--- config.mk ---
export PLATFORM = sky130hd
export DESIGN_NAME = aqp_spimaster
export DESIGN_NICKNAME = d
export VERILOG_FILES = /design/src/rtl/aqp_spim_pkg.sv /design/src/rtl/aqp_spim_tick.sv /design/src/rtl/aqp_spimaster.sv
export SDC_FILE = /design/constraint.sdc
export NUM_CORES = 1
export LEC_CHECK = 0
export CORE_MARGIN = 5
export CORE_UTILIZATION = 51
export CTS_BUF_LIST = sky130_fd_sc_hd__clkbuf_4 sky130_fd_sc_hd__clkbuf_8 sky130_fd_sc_hd__clkbuf_16
export CTS_CLUSTER_SIZE = 20
export DETAILED_ROUTE_END_ITERATION = 6
export PLACE_DENSITY = 0.79
export SLEW_MARGIN = 30
export SYNTH_ARGS = -nofsm -noshare
export SYNTH_HDL_FRONTEND = slang
export SYNTH_SLANG_ARGS = --single-unit
--- constraint.sdc ---
create_clock -name clk -period 2.4 [get_ports clk]
set_input_delay 0.24 -clock clk [delete_from_list [all_inputs] [get_ports clk]]
set_output_delay 0.24 -clock clk [all_outputs]
set_load 0.02 [all_outputs]
--- src/rtl/aqp_spim_pkg.sv ---
// Shared types for the aqp_spimaster byte-wide SPI master.
// Optional one-byte transmit holding register: define AQP_SPIM_TXBUF_EN.
package aqp_spim_pkg;

    typedef enum logic [1:0] {
        ST_IDLE  = 2'd0,
        ST_SETUP = 2'd1,
        ST_LOW   = 2'd2,
        ST_HIGH  = 2'd3
    } spim_state_e;

    localparam int CLK_DIV_MIN = 4;

endpackage

--- src/rtl/aqp_spim_tick.sv ---
// Half-period timer for aqp_spimaster: ticks when the count reaches 0.
module aqp_spim_tick #(
    parameter int CLK_DIV = 4
) (
    input  logic clk,
    input  logic reset_n,
    input  logic en_i,
    input  logic reload_i,
    output logic tick_o
);

    localparam logic [7:0] RELOAD = 8'(CLK_DIV - 1);

    logic [7:0] cnt_q, cnt_d;

    assign tick_o = en_i && (cnt_q == 8'd0);

    always_comb begin
        cnt_d = cnt_q;
        if (reload_i || tick_o) begin
            cnt_d = RELOAD;
        end else if (en_i) begin
            cnt_d = cnt_q - 8'd1;
        end
    end

    always_ff @(posedge clk or negedge reset_n) begin
        if (!reset_n) begin
            cnt_q <= RELOAD;
        end else begin
            cnt_q <= cnt_d;
        end
    end

endmodule

--- src/rtl/aqp_spimaster.sv ---
// Mode-0, MSB-first SPI master with software chip select.
// Define AQP_SPIM_TXBUF_EN for a one-byte holding register (gapless SCLK).
module aqp_spimaster
    import aqp_spim_pkg::*;
#(
    parameter int CLK_DIV = 4
) (
    input  logic       clk,
    input  logic       reset_n,
    input  logic       cs_en,
    input  logic [7:0] tx_data,
    input  logic       tx_valid,
    output logic       tx_ready,
    output logic [7:0] rx_data,
    output logic       rx_valid,
    output logic       busy,
    output logic       spi_ssel_n,
    output logic       spi_sclk,
    output logic       spi_mosi,
    input  logic       spi_miso
);

    spim_state_e state_q, state_d;
    logic [7:0]  shift_q, shift_d;
    logic [2:0]  bitcnt_q, bitcnt_d;
    logic        ssel_q, ssel_d;
    logic        mosi_q, mosi_d;
    logic [7:0]  rx_data_q, rx_data_d;
    logic        rx_valid_q, rx_valid_d;
    logic        run_q;
    logic [1:0]  miso_q;
    logic        miso_sync;
    logic        tick;
    logic        accept;
    logic [7:0]  shift_in;

    assign miso_sync = miso_q[1];
    assign shift_in  = {shift_q[6:0], miso_sync};
    assign accept    = tx_valid && tx_ready;

    aqp_spim_tick #(
        .CLK_DIV (CLK_DIV)
    ) u_tick (
        .clk      (clk),
        .reset_n  (reset_n),
        .en_i     (state_q != ST_IDLE),
        .reload_i (state_q == ST_IDLE),
        .tick_o   (tick)
    );

`ifdef AQP_SPIM_TXBUF_EN
    logic [7:0] hold_q, hold_d;
    logic       hold_full_q, hold_full_d;
    logic       byte_end;

    assign byte_end = (state_q == ST_HIGH) && tick && (bitcnt_q == 3'd7);
    assign tx_ready = run_q && !hold_full_q;
    assign busy     = (state_q != ST_IDLE) || hold_full_q;

    // Bytes offered mid-transfer are parked unless the current byte ends now.
    always_comb begin
        hold_d      = hold_q;
        hold_full_d = hold_full_q;
        if (byte_end && hold_full_q) begin
            hold_full_d = 1'b0;
        end else if (accept && (state_q != ST_IDLE) && !byte_end) begin
            hold_d      = tx_data;
            hold_full_d = 1'b1;
        end
    end

    always_ff @(posedge clk or negedge reset_n) begin
        if (!reset_n) begin
            hold_q      <= 8'h00;
            hold_full_q <= 1'b0;
        end else begin
            hold_q      <= hold_d;
            hold_full_q <= hold_full_d;
        end
    end
`else
    assign tx_ready = run_q && (state_q == ST_IDLE);
    assign busy     = (state_q != ST_IDLE);
`endif

    always_comb begin
        state_d    = state_q;
        shift_d    = shift_q;
        bitcnt_d   = bitcnt_q;
        ssel_d     = ssel_q;
        mosi_d     = mosi_q;
        rx_data_d  = rx_data_q;
        rx_valid_d = 1'b0;
        unique case (state_q)
            ST_IDLE: begin
                ssel_d = ~cs_en;
                if (accept) begin
                    shift_d  = tx_data;
                    bitcnt_d = 3'd0;
                    ssel_d   = 1'b0;
                    state_d  = ssel_q ? ST_SETUP : ST_LOW;
                end
            end
            ST_SETUP: begin
                if (tick) state_d = ST_LOW;
            end
            ST_LOW: begin
                mosi_d = shift_q[7];
                if (tick) state_d = ST_HIGH;
            end
            ST_HIGH: begin
                if (tick) begin
                    shift_d  = shift_in;
                    bitcnt_d = bitcnt_q + 3'd1;
                    state_d  = ST_LOW;
                    if (bitcnt_q == 3'd7) begin
                        rx_data_d  = shift_in;
                        rx_valid_d = 1'b1;
                        state_d    = ST_IDLE;
`ifdef AQP_SPIM_TXBUF_EN
                        if (hold_full_q || accept) begin
                            shift_d = hold_full_q ? hold_q : tx_data;
                            state_d = ST_LOW;
                        end
`endif
                    end
                end
            end
            default: state_d = ST_IDLE;
        endcase
    end

    always_ff @(posedge clk or negedge reset_n) begin
        if (!reset_n) begin
            state_q    <= ST_IDLE;
            shift_q    <= 8'h00;
            bitcnt_q   <= 3'd0;
            ssel_q     <= 1'b1;
            mosi_q     <= 1'b0;
            rx_data_q  <= 8'h00;
            rx_valid_q <= 1'b0;
            run_q      <= 1'b0;
            miso_q     <= 2'b00;
        end else begin
            state_q    <= state_d;
            shift_q    <= shift_d;
            bitcnt_q   <= bitcnt_d;
            ssel_q     <= ssel_d;
            mosi_q     <= mosi_d;
            rx_data_q  <= rx_data_d;
            rx_valid_q <= rx_valid_d;
            run_q      <= 1'b1;
            miso_q     <= {miso_q[0], spi_miso};
        end
    end

    assign rx_data    = rx_data_q;
    assign rx_valid   = rx_valid_q;
    assign spi_ssel_n = ssel_q;
    assign spi_sclk   = (state_q == ST_HIGH);
    assign spi_mosi   = mosi_q;

endmodule
==> impl_summary.log, run 1 <==
[metrics] post-synthesis cell type with the largest combined area: sky130_fd_sc_hd__dfrtp_1
[metrics] number of buffers added by the clock tree synthesis step: 5
[metrics] Cell Pwr Density: 501.8 nW/µm²
[metrics] final routed wire length divided by cell count: 15.33 µm
[metrics] cell row count: 20
[metrics] Final Cycle Share: 82.60%
[metrics] mapped cell area: 1556 µm²
[metrics] RSZ-0062 raised after global routing: no
[metrics] flip-flop and latch count after synthesis: 35
[metrics] Post-Place Cells: 181
[metrics] clk_skew: 0.008226 ns
[metrics] Via-to-Cell Ratio: 5.624
[metrics] worst slew pin tran: 0.5004 ns
[metrics] category of the critical setup timing path: reg -> reg
[metrics] Crit path max-delay family: simple AND/OR/NAND/NOR gates
[metrics] area of the core: 2978 µm²
[metrics] required time worst endpoint: 2.63 ns
[metrics] sequential area share after synthesis: 56.51%
[metrics] Layout fillers: 248
[metrics] number of maximum-capacitance violations: 0
[metrics] Placer Congestion: 0.7271
[metrics] leak pwr: 0.8642 nW
[metrics] remaining global-route overflow: 0
[metrics] cell chosen for the clock root: sky130_fd_sc_hd__clkbuf_4
[metrics] number of antenna diodes: 0
[metrics] final-report hold violation count: 0
[metrics] capturing element type of the critical path: flip-flop
[metrics] Min Clock Period, post-route: 1.982 ns
[metrics] Post CTS Setup Buffer Count: 0
[metrics] largest net degree at the start of global routing: 36
[metrics] Post-synth EDFFs: 0
[metrics] CTS tree: yes
[metrics] clk_lat worst skew: 0.34 ns
[metrics] iteration count of the initial detailed-routing pass: 4
[metrics] Net Count, Synth: 140
[metrics] Final Routed Wirelength: 2897 µm
[metrics] global-route wire length before repair: 5016 µm
[metrics] final routed DRC violation total: 0
[metrics] CTS clk-pin slew, worst paths: 0.11 ns
[metrics] hold bufs inserted after CTS: 0
[metrics] post_cts resized: 0
[metrics] synth unique cells: 37
[metrics] initial core utilization: 52.27%
[metrics] most frequent cells after synthesis: sky130_fd_sc_hd__dfrtp_1 (32), sky130_fd_sc_hd__mux2_2 (10), sky130_fd_sc_hd__nand2b_1 (8), sky130_fd_sc_hd__o221a_2 (8), sky130_fd_sc_hd__a21oi_1 (7)
[metrics] CP Buf/Inv Count: 1
[metrics] category of the worst setup path launch point: flip-flop
[metrics] total number of clock tree sinks: 35
[metrics] Die Outline Area: 4257 µm²
[metrics] Finish-stage setup viols: 0
[metrics] chip width: 65.25 µm
[metrics] layout net count: 172
[metrics] Post-synth top flop: sky130_fd_sc_hd__dfrtp_1
[metrics] mean area per synthesized cell: 12.65 µm²
[metrics] Die H: 65.25 µm
[metrics] Pins Over Slew Limit: 0
[metrics] reg-to-reg slack, setup: 0.42 ns
[metrics] number of port buffers: 26
[metrics] Max IR drop VDD: 0.3678 mV
[metrics] count leader, synth: sky130_fd_sc_hd__dfrtp_1
[metrics] Final ANT Viol Nets: 0
[metrics] fraction of post-synthesis cell area in the top cell type by area: 51.45%
[metrics] Ports: 27
[metrics] post-route setup TNS: 0 ns
[metrics] maximum level of the CTS H-tree: 2
[metrics] largest fanout on the critical path: 11
[metrics] status: finished, final reports clean
[metrics] antenna violations before repair: 0
[metrics] signal arrival time at the worst endpoint: 2.21 ns
[metrics] overall via count from detail_route: 1,063
[metrics] relative area change from synthesis to final layout: 23.39%
[metrics] number of global-route vias before repair: 1,081
[metrics] yosys warns: 0
[metrics] Longest Clk Path Bufs: 2
[metrics] highest-delay cell along the critical path: sky130_fd_sc_hd__nand3_1
[metrics] final std cells w/o fill: 189
[metrics] worst-case headroom to the max-slew limit: 66.39%
[metrics] crit-path cells: inv_1 > ha_1 > nor3b_2 > nand3_1 > o221a_2
[metrics] top cells by area, synth: sky130_fd_sc_hd__dfrtp_1 (51%), sky130_fd_sc_hd__mux2_2 (7.2%), sky130_fd_sc_hd__o221a_2 (5.8%)
[metrics] Tot GR Track Use: 15.47%
[metrics] share of synthesized flip-flops with an asynchronous set or reset: 100.0%
[metrics] share of layout cells above drive strength 1: 23.72%
[metrics] class of the most critical hold timing path: in -> async
[metrics] maximum clock rate: 504.4 MHz
[metrics] number of DRC markers in iteration 0: 56
[metrics] largest incremental delay on the critical path: 0.43 ns
[metrics] count of mapped cells out of synthesis: 123
## power by group
group	leakage (nW)	internal [mW]	total, mW	switching, mW
Combinational	0.406	0.0252	0.0402	0.0150
Clock	0.0272	0.112	0.320	0.208
Sequential	0.431	0.597	0.604	0.00647
## layout by cell type (no fill, tap or decap), types with 2 or more instances in the layout
cell / count
sky130_fd_sc_hd__and2_1: 2
sky130_fd_sc_hd__nor2b_1: 2
sky130_fd_sc_hd__inv_1: 5
sky130_fd_sc_hd__buf_4: 3
sky130_fd_sc_hd__or4_1: 2
sky130_fd_sc_hd__clkdlybuf4s50_1: 26
sky130_fd_sc_hd__nand3_1: 3
sky130_fd_sc_hd__nand2_1: 3
sky130_fd_sc_hd__o21ai_0: 3
sky130_fd_sc_hd__a21oi_1: 7
sky130_fd_sc_hd__o221a_2: 8
sky130_fd_sc_hd__or3_1: 2
sky130_fd_sc_hd__nand3b_1: 2
sky130_fd_sc_hd__mux2_2: 10
sky130_fd_sc_hd__xnor2_1: 2
sky130_fd_sc_hd__clkbuf_4: 5
sky130_fd_sc_hd__ha_1: 4
sky130_fd_sc_hd__nand2b_1: 8
sky130_fd_sc_hd__nor2_1: 4
sky130_fd_sc_hd__dfstp_2: 3
sky130_fd_sc_hd__dfrtp_1: 32
sky130_fd_sc_hd__clkinvlp_4: 2
## metrics by stage
step / setup WS (ns) / hold slack [ns] / total power, mW / instance area [µm²] / util (%)
6_report: 0.4176 / 0.2932 / 0.9637 / 1921 / 64.50
3_3_place_gp: 0.5021 / 0.3360 / 0.6547 / 1863 / 62.56
3_5_place_dp: 0.4503 / 0.3387 / 0.6565 / 1863 / 62.56
4_1_cts: 0.4310 / 0.3039 / 0.9781 / 1921 / 64.50
5_1_grt: 0.2883 / 0.2903 / 1.023 / 1921 / 64.50
2_1_floorplan: 0.6968 / -0.05559 / 0.6214 / 1556 / -
## area by class of cell
class / instances / area (µm²) / area share (%)
timing repair buffer: 29 / 282.8 / 14.72
inverter: 5 / 18.77 / 0.9772
clock buffer: 5 / 37.54 / 1.954
clock inverter: 3 / 20.02 / 1.042
sequential: 35 / 879.6 / 45.80
multi-input combinational: 79 / 640.6 / 33.36
tap: 33 / 41.29 / 2.150
## flip-flops by register name (all words and copies together), names as in the netlist
name          flops
spi_ssel_n        1
shift_q           8
u_tick.cnt_q      8
rx_valid          1
miso_q            2
spi_mosi          1
run_q             1
state_q           2
bitcnt_q          3
rx_data           8
## kinds of logic after synthesis
group | synth area share, %
AOI/OAI and AO/OA | 12.54
xor gates and xnor gates | 1.126
adders and majority gates | 3.216
buffers and inverters | 2.332
DFF | 56.51
muxes | 8.842
other | 0.2409
and+or+nand+nor | 15.19
## metal layers
metal,vias to the layer above,routed length [µm],track usage [%]
li1,511,-,-
met1,521,1351,20.13
met2,29,1369,23.89
met3,2,159,5.641
met4,0,17,5.181
met5,-,0,0
## worst paths after layout
path | depth (start not counted) | start | endpoint
max in group asynchronous | 2 | reset_n | u_tick.cnt_q[1]
min in group clk | 1 | spi_miso | miso_q[0]
setup reg to reg | 5 | u_tick.cnt_q[0] | shift_q[5]
setup / recovery | 5 | u_tick.cnt_q[0] | shift_q[5]
hold reg to reg | 0 | miso_q[0] | miso_q[1]
hold / removal | 2 | reset_n | u_tick.cnt_q[6]
No activity file was read; power rests on OpenSTA's default activity.
==> inputs of run 2 (changes only) <==
clock period = 2 ns   (was 2.4 ns; I/O delays follow)
==> run 2 against run 1 <==
Non-clock buffer count increased by 1. Count of clock-buffer cells in the layout increased by 2. Cell count increased by 0.53%. Register-to-register slack got worse by 0.21 ns. Sequential share of layout area decreased by 0.43 points. Final area increased by 1.2%. Power increased by 20%. Combinational power increased by 20%. Routed wire length increased by 1.9%. Largest power group unchanged. Via count increased by 3.2%. Core utilization increased by 0.80 points. Highest routed layer unchanged.
==> impl_summary.log, run 2 (same netlist as run 1, synthesis figures left out) <==
[metrics] status: finished, final reports clean
[metrics] final core utilization: 65.29%
[metrics] remaining global-route overflow: 0
[metrics] Place WS: 0.1359 ns
[metrics] largest net degree at the start of global routing: 36
[metrics] required time worst endpoint: 1.80 ns
[metrics] final std cells w/o fill: 190
[metrics] start point of the critical path: state_q[1]
[metrics] Gate power share: 4.1%
[metrics] Final ANT Viol Nets: 0
[metrics] Area after DPL: 1871 µm²
[metrics] Die H: 65.25 µm
[metrics] final-report hold violation count: 0
[metrics] global-route wire length before repair: 5395 µm
[metrics] Min Clock Period, post-route: 1.907 ns
[metrics] signal arrival time at the worst endpoint: 1.71 ns
[metrics] number of buffers added by the clock tree synthesis step: 5
[metrics] Worst Slack Setup Final: 0.09333 ns
[metrics] Final Routed Wirelength: 2952 µm
[metrics] number of antenna diodes: 0
[metrics] iteration count of the initial detailed-routing pass: 4
[metrics] Cell Pwr Density: 597.1 nW/µm²
[metrics] clk_skew: 0.004293 ns
[metrics] Via-to-Cell Ratio: 5.774
[metrics] Max IR drop VDD: 0.3834 mV
[metrics] RSZ-0062 raised after global routing: no
[metrics] HPWL after DPL: 2104 µm
[metrics] highest-count cells in the layout ignoring fill and taps: sky130_fd_sc_hd__dfrtp_1 (30), sky130_fd_sc_hd__clkdlybuf4s50_1 (26), sky130_fd_sc_hd__mux2_2 (10)
[metrics] capturing element type of the critical path: output port
[metrics] initial core utilization: 52.27%
[metrics] post-route cell area: 1944 µm²
[metrics] clk_lat worst skew: 0.33 ns
[metrics] maximum level of the CTS H-tree: 2
[metrics] switching power summed over all nets: 0.2497 mW
[metrics] total number of clock tree sinks: 35
[metrics] overall via count from detail_route: 1,097
[metrics] number of DRC markers in iteration 0: 50
[metrics] Post-Place Cells: 182
[metrics] Tot GR Track Use: 16.18%
[metrics] launch instance of the worst register-to-register path: u_tick.cnt_q[0]
[metrics] Clock power frac: 33.5%
[metrics] cell chosen for the clock root: sky130_fd_sc_hd__clkbuf_4
[metrics] final routed wire length divided by cell count: 15.54 µm
[metrics] number of port buffers: 26
[metrics] Reg power frac: 62.4%
[metrics] Die Outline Area: 4257 µm²
[metrics] Post CTS Setup Buffer Count: 0
[metrics] relative area change from synthesis to final layout: 24.92%
[metrics] Pins Over Slew Limit: 0
[metrics] class of the most critical hold timing path: in -> async
[metrics] leak pwr: 0.8727 nW
[metrics] final routed DRC violation total: 0
[metrics] category of the critical setup timing path: reg -> out
[metrics] Ports: 27
[metrics] cell row count: 20
[metrics] post-route setup TNS: 0 ns
[metrics] largest fanout on the critical path: 7
[metrics] antenna violations before repair: 0
[metrics] CTS clk-pin slew, worst paths: 0.10 ns
[metrics] layout net count: 173
[metrics] leading cell type in the layout, fill and taps excluded: sky130_fd_sc_hd__dfrtp_1
[metrics] category of the worst setup path launch point: flip-flop
[metrics] Final Cycle Share: 95.33%
[metrics] Placer Congestion: 0.7502
[metrics] CTS tree: yes
[metrics] reg-to-reg slack, setup: 0.21 ns
[metrics] Finish-stage setup viols: 0
[metrics] Longest Clk Path Bufs: 2
[metrics] chip width: 65.25 µm
[metrics] internal power of the cells: 0.9112 mW
[metrics] area of the core: 2978 µm²
[metrics] number of global-route vias before repair: 1,172
[metrics] share of layout cells above drive strength 1: 26.11%
[metrics] fraction of power spent switching nets: 21.51%
[metrics] maximum clock rate: 524.5 MHz
[metrics] number of maximum-capacitance violations: 0
run 2: routing by layer:
metal  up-vias  GRT usage (%)  routed length (µm)
met3         2          5.641                 197
met4         0          3.886                  12
met5         -              0                   0
met1       546          21.27                1371
li1        516              -                   -
met2        33          25.66                1371
run 2: worst max-delay path, stage by stage, from the launching register on:
cell and delay [ns]:
sky130_fd_sc_hd__dfrtp_2 0.47, sky130_fd_sc_hd__nor2_4 0.18, sky130_fd_sc_hd__and2_1 0.14, sky130_fd_sc_hd__clkdlybuf4s50_1 0.59
run 2: cell type report:
cell class	count	area (µm²)
clock inverters	1	5.005
repair buffers	30	290.3
inverters	5	18.77
flip-flops and latches	35	882.1
fillers	227	1033
well taps	33	41.29
clock buffers	7	52.55
multi-input cells	79	654.4
run 2: per-stage QoR:
stage,power [mW],hold WS [ns]
finish,1.161,0.2699
global route,1.208,0.2888
CTS,1.174,0.2819
detailed placement,0.7867,0.3492
global placement,0.7850,0.3369
floorplan,0.7456,-0.09559
run 2: repair_timing:
action,CTS,global route
hold buffers,0,0
resized for setup,2,3
endpoints found under the setup margin,1,10
run 2: final timing paths:
path                                    to  depth (start not counted)
setup / recovery                  tx_ready                          3
hold / removal             u_tick.cnt_q[7]                          2
setup reg to reg                rx_data[4]                          5
hold reg to reg                  miso_q[1]                          0
max in group asynchronous  u_tick.cnt_q[0]                          2
min in group clk                 miso_q[0]                          1
run 2: power by group through the flow:
stage / Sequential, mW / Combinational [mW] / Clock, mW
after floorplan: 0.735 / 0.0102 / 0
after global placement: 0.737 / 0.0481 / 0
after detailed placement: 0.737 / 0.0493 / 0
after CTS: 0.724 / 0.0498 / 0.401
after global routing: 0.725 / 0.0544 / 0.429
final: 0.724 / 0.0481 / 0.389
==> inputs of run 3 (changes only) <==
CTS_CLUSTER_SIZE = 30   (was 20)
PLACE_DENSITY = 0.77   (was 0.79)
==> run 3 against run 2 <==
Core utilization increased by 0.71 points. Routed wire length up 2.2%. Sequential share of layout area is 0.55 points lower. Critical path type unchanged. Highest routed layer unchanged.
==> impl_summary.log, run 3 (same netlist as run 1, synthesis figures left out) <==
[metrics] status: finished, final reports clean
[metrics] category of the critical setup timing path: reg -> out
[metrics] Layout fillers: 230
[metrics] Placer Congestion: 0.7998
[metrics] CTS clk-pin slew, worst paths: 0.11 ns
[metrics] Finish-stage setup viols: 0
[metrics] clk_skew: 0.01379 ns
[metrics] highest-delay cell along the critical path: sky130_fd_sc_hd__clkdlybuf4s50_1
[metrics] overall power of the completed layout: 1.295 mW
[metrics] cell row count: 20
[metrics] Final Cycle Share: 93.80%
[metrics] final std cells w/o fill: 191
[metrics] final-report hold violation count: 0
[metrics] worst slew pin tran: 0.4984 ns
[metrics] Die Outline Area: 4257 µm²
[metrics] overall via count from detail_route: 1,081
[metrics] remaining global-route overflow: 0
[metrics] worst slack on hold paths: 0.2671 ns
[metrics] Max IR drop VDD: 0.3773 mV
[metrics] HPWL after DPL: 2292 µm
[metrics] category of the worst setup path launch point: flip-flop
[metrics] global-route wire length before repair: 5533 µm
[metrics] class of the most critical hold timing path: in -> async
[metrics] cell chosen for the clock root: sky130_fd_sc_hd__clkbuf_4
[metrics] antenna violations before repair: 0
[metrics] relative area change from synthesis to final layout: 26.29%
[metrics] final core utilization: 66.01%
[metrics] post-route cell area: 1966 µm²
[metrics] Ports: 27
[metrics] largest net degree at the start of global routing: 36
[metrics] Cell Pwr Density: 658.7 nW/µm²
[metrics] number of global-route vias before repair: 1,173
[metrics] Worst Slack Setup Final: 0.1239 ns
[metrics] largest fanout on the critical path: 7
[metrics] final routed DRC violation total: 0
[metrics] Final ANT Viol Nets: 0
[metrics] Pins Over Slew Limit: 0
[metrics] Die H: 65.25 µm
[metrics] worst-case headroom to the max-slew limit: 66.63%
[metrics] largest incremental delay on the critical path: 0.64 ns
[metrics] leak pwr: 0.8932 nW
[metrics] number of port buffers: 26
[metrics] post-route setup TNS: 0 ns
[metrics] Final Routed Wirelength: 3018 µm
[metrics] final routed wire length divided by cell count: 15.80 µm
[metrics] highest-count cells in the layout ignoring fill and taps: sky130_fd_sc_hd__dfrtp_1 (31), sky130_fd_sc_hd__clkdlybuf4s50_1 (26), sky130_fd_sc_hd__mux2_2 (10)
[metrics] chip width: 65.25 µm
[metrics] signal arrival time at the worst endpoint: 1.68 ns
[metrics] Tot GR Track Use: 17.28%
[metrics] Post-Place Cells: 183
[metrics] area of combinational cells with multiple inputs: 640.6 µm²
[metrics] Place WS: 0.1483 ns
[metrics] total number of clock tree sinks: 35
[metrics] RSZ-0062 raised after global routing: no
[metrics] sequential cell area: 880.8 µm²
[metrics] area of the core: 2978 µm²
[metrics] initial core utilization: 52.27%
[metrics] number of antenna diodes: 0
[metrics] layout net count: 174
[metrics] Area after DPL: 1878 µm²
[metrics] maximum level of the CTS H-tree: 2
[metrics] iteration count of the initial detailed-routing pass: 4
[metrics] share of layout cells above drive strength 1: 25.32%
[metrics] crit-path cells: and2_1 > clkdlybuf4s50_1
[metrics] CTS tree: yes
[metrics] Via-to-Cell Ratio: 5.660
[metrics] required time worst endpoint: 1.80 ns
[metrics] clk_lat worst skew: 0.34 ns
[metrics] capturing element type of the critical path: output port
[metrics] maximum clock rate: 533.0 MHz
[metrics] number of maximum-capacitance violations: 0
[metrics] number of buffers added by the clock tree synthesis step: 5
[metrics] leading cell type in the layout, fill and taps excluded: sky130_fd_sc_hd__dfrtp_1
[metrics] Longest Clk Path Bufs: 2
[metrics] Min Clock Period, post-route: 1.876 ns
[metrics] number of DRC markers in iteration 0: 71
## run 3: worst paths after layout
check                                        to  slack [ns]  cells past startpoint             from
worst max-delay path                   spi_sclk        0.12                      2       state_q[1]
min in group clk                      miso_q[0]        0.31                      1         spi_miso
worst min-delay path            u_tick.cnt_q[5]        0.27                      2          reset_n
worst max register to register       rx_data[6]        0.15                      5  u_tick.cnt_q[0]
max in group asynchronous            spi_ssel_n        1.39                      2          reset_n
worst min register to register        miso_q[1]        0.36                      0        miso_q[0]
## run 3: what timing repair did
action                                  CTS  global route
endpoints found under the setup margin    0             1
resized for setup                         0             1
hold buffers                              0             0
setup buffers                             0             0
## run 3: final cells by class
class	instances	area share, %
Sequential cell	35	44.81
Multi-Input combinational cell	79	32.59
Timing Repair Buffer	31	15.15
Clock buffer	6	2.610
Tap cell	33	2.101
Clock inverter	2	1.782
Inverter	5	0.9548
## run 3: worst max-delay path, delay by kind of cell (launching register included)
kind	cells	cell delay, ns
buf+inv	1	0.64
simple gates	1	0.26
flops	1	0.46
## run 3: per-layer routing
metal  wire (µm)  global-route usage (%)
met5           0                       0
met1        1304                   20.96
met3         138                   5.812
met2        1541                   28.32
met4          33                   6.736
## run 3: power by group
part,switching (mW),internal (mW)
clock network,0.227,0.295
registers,0.00747,0.717
logic,0.0183,0.0303
total,0.252,1.04
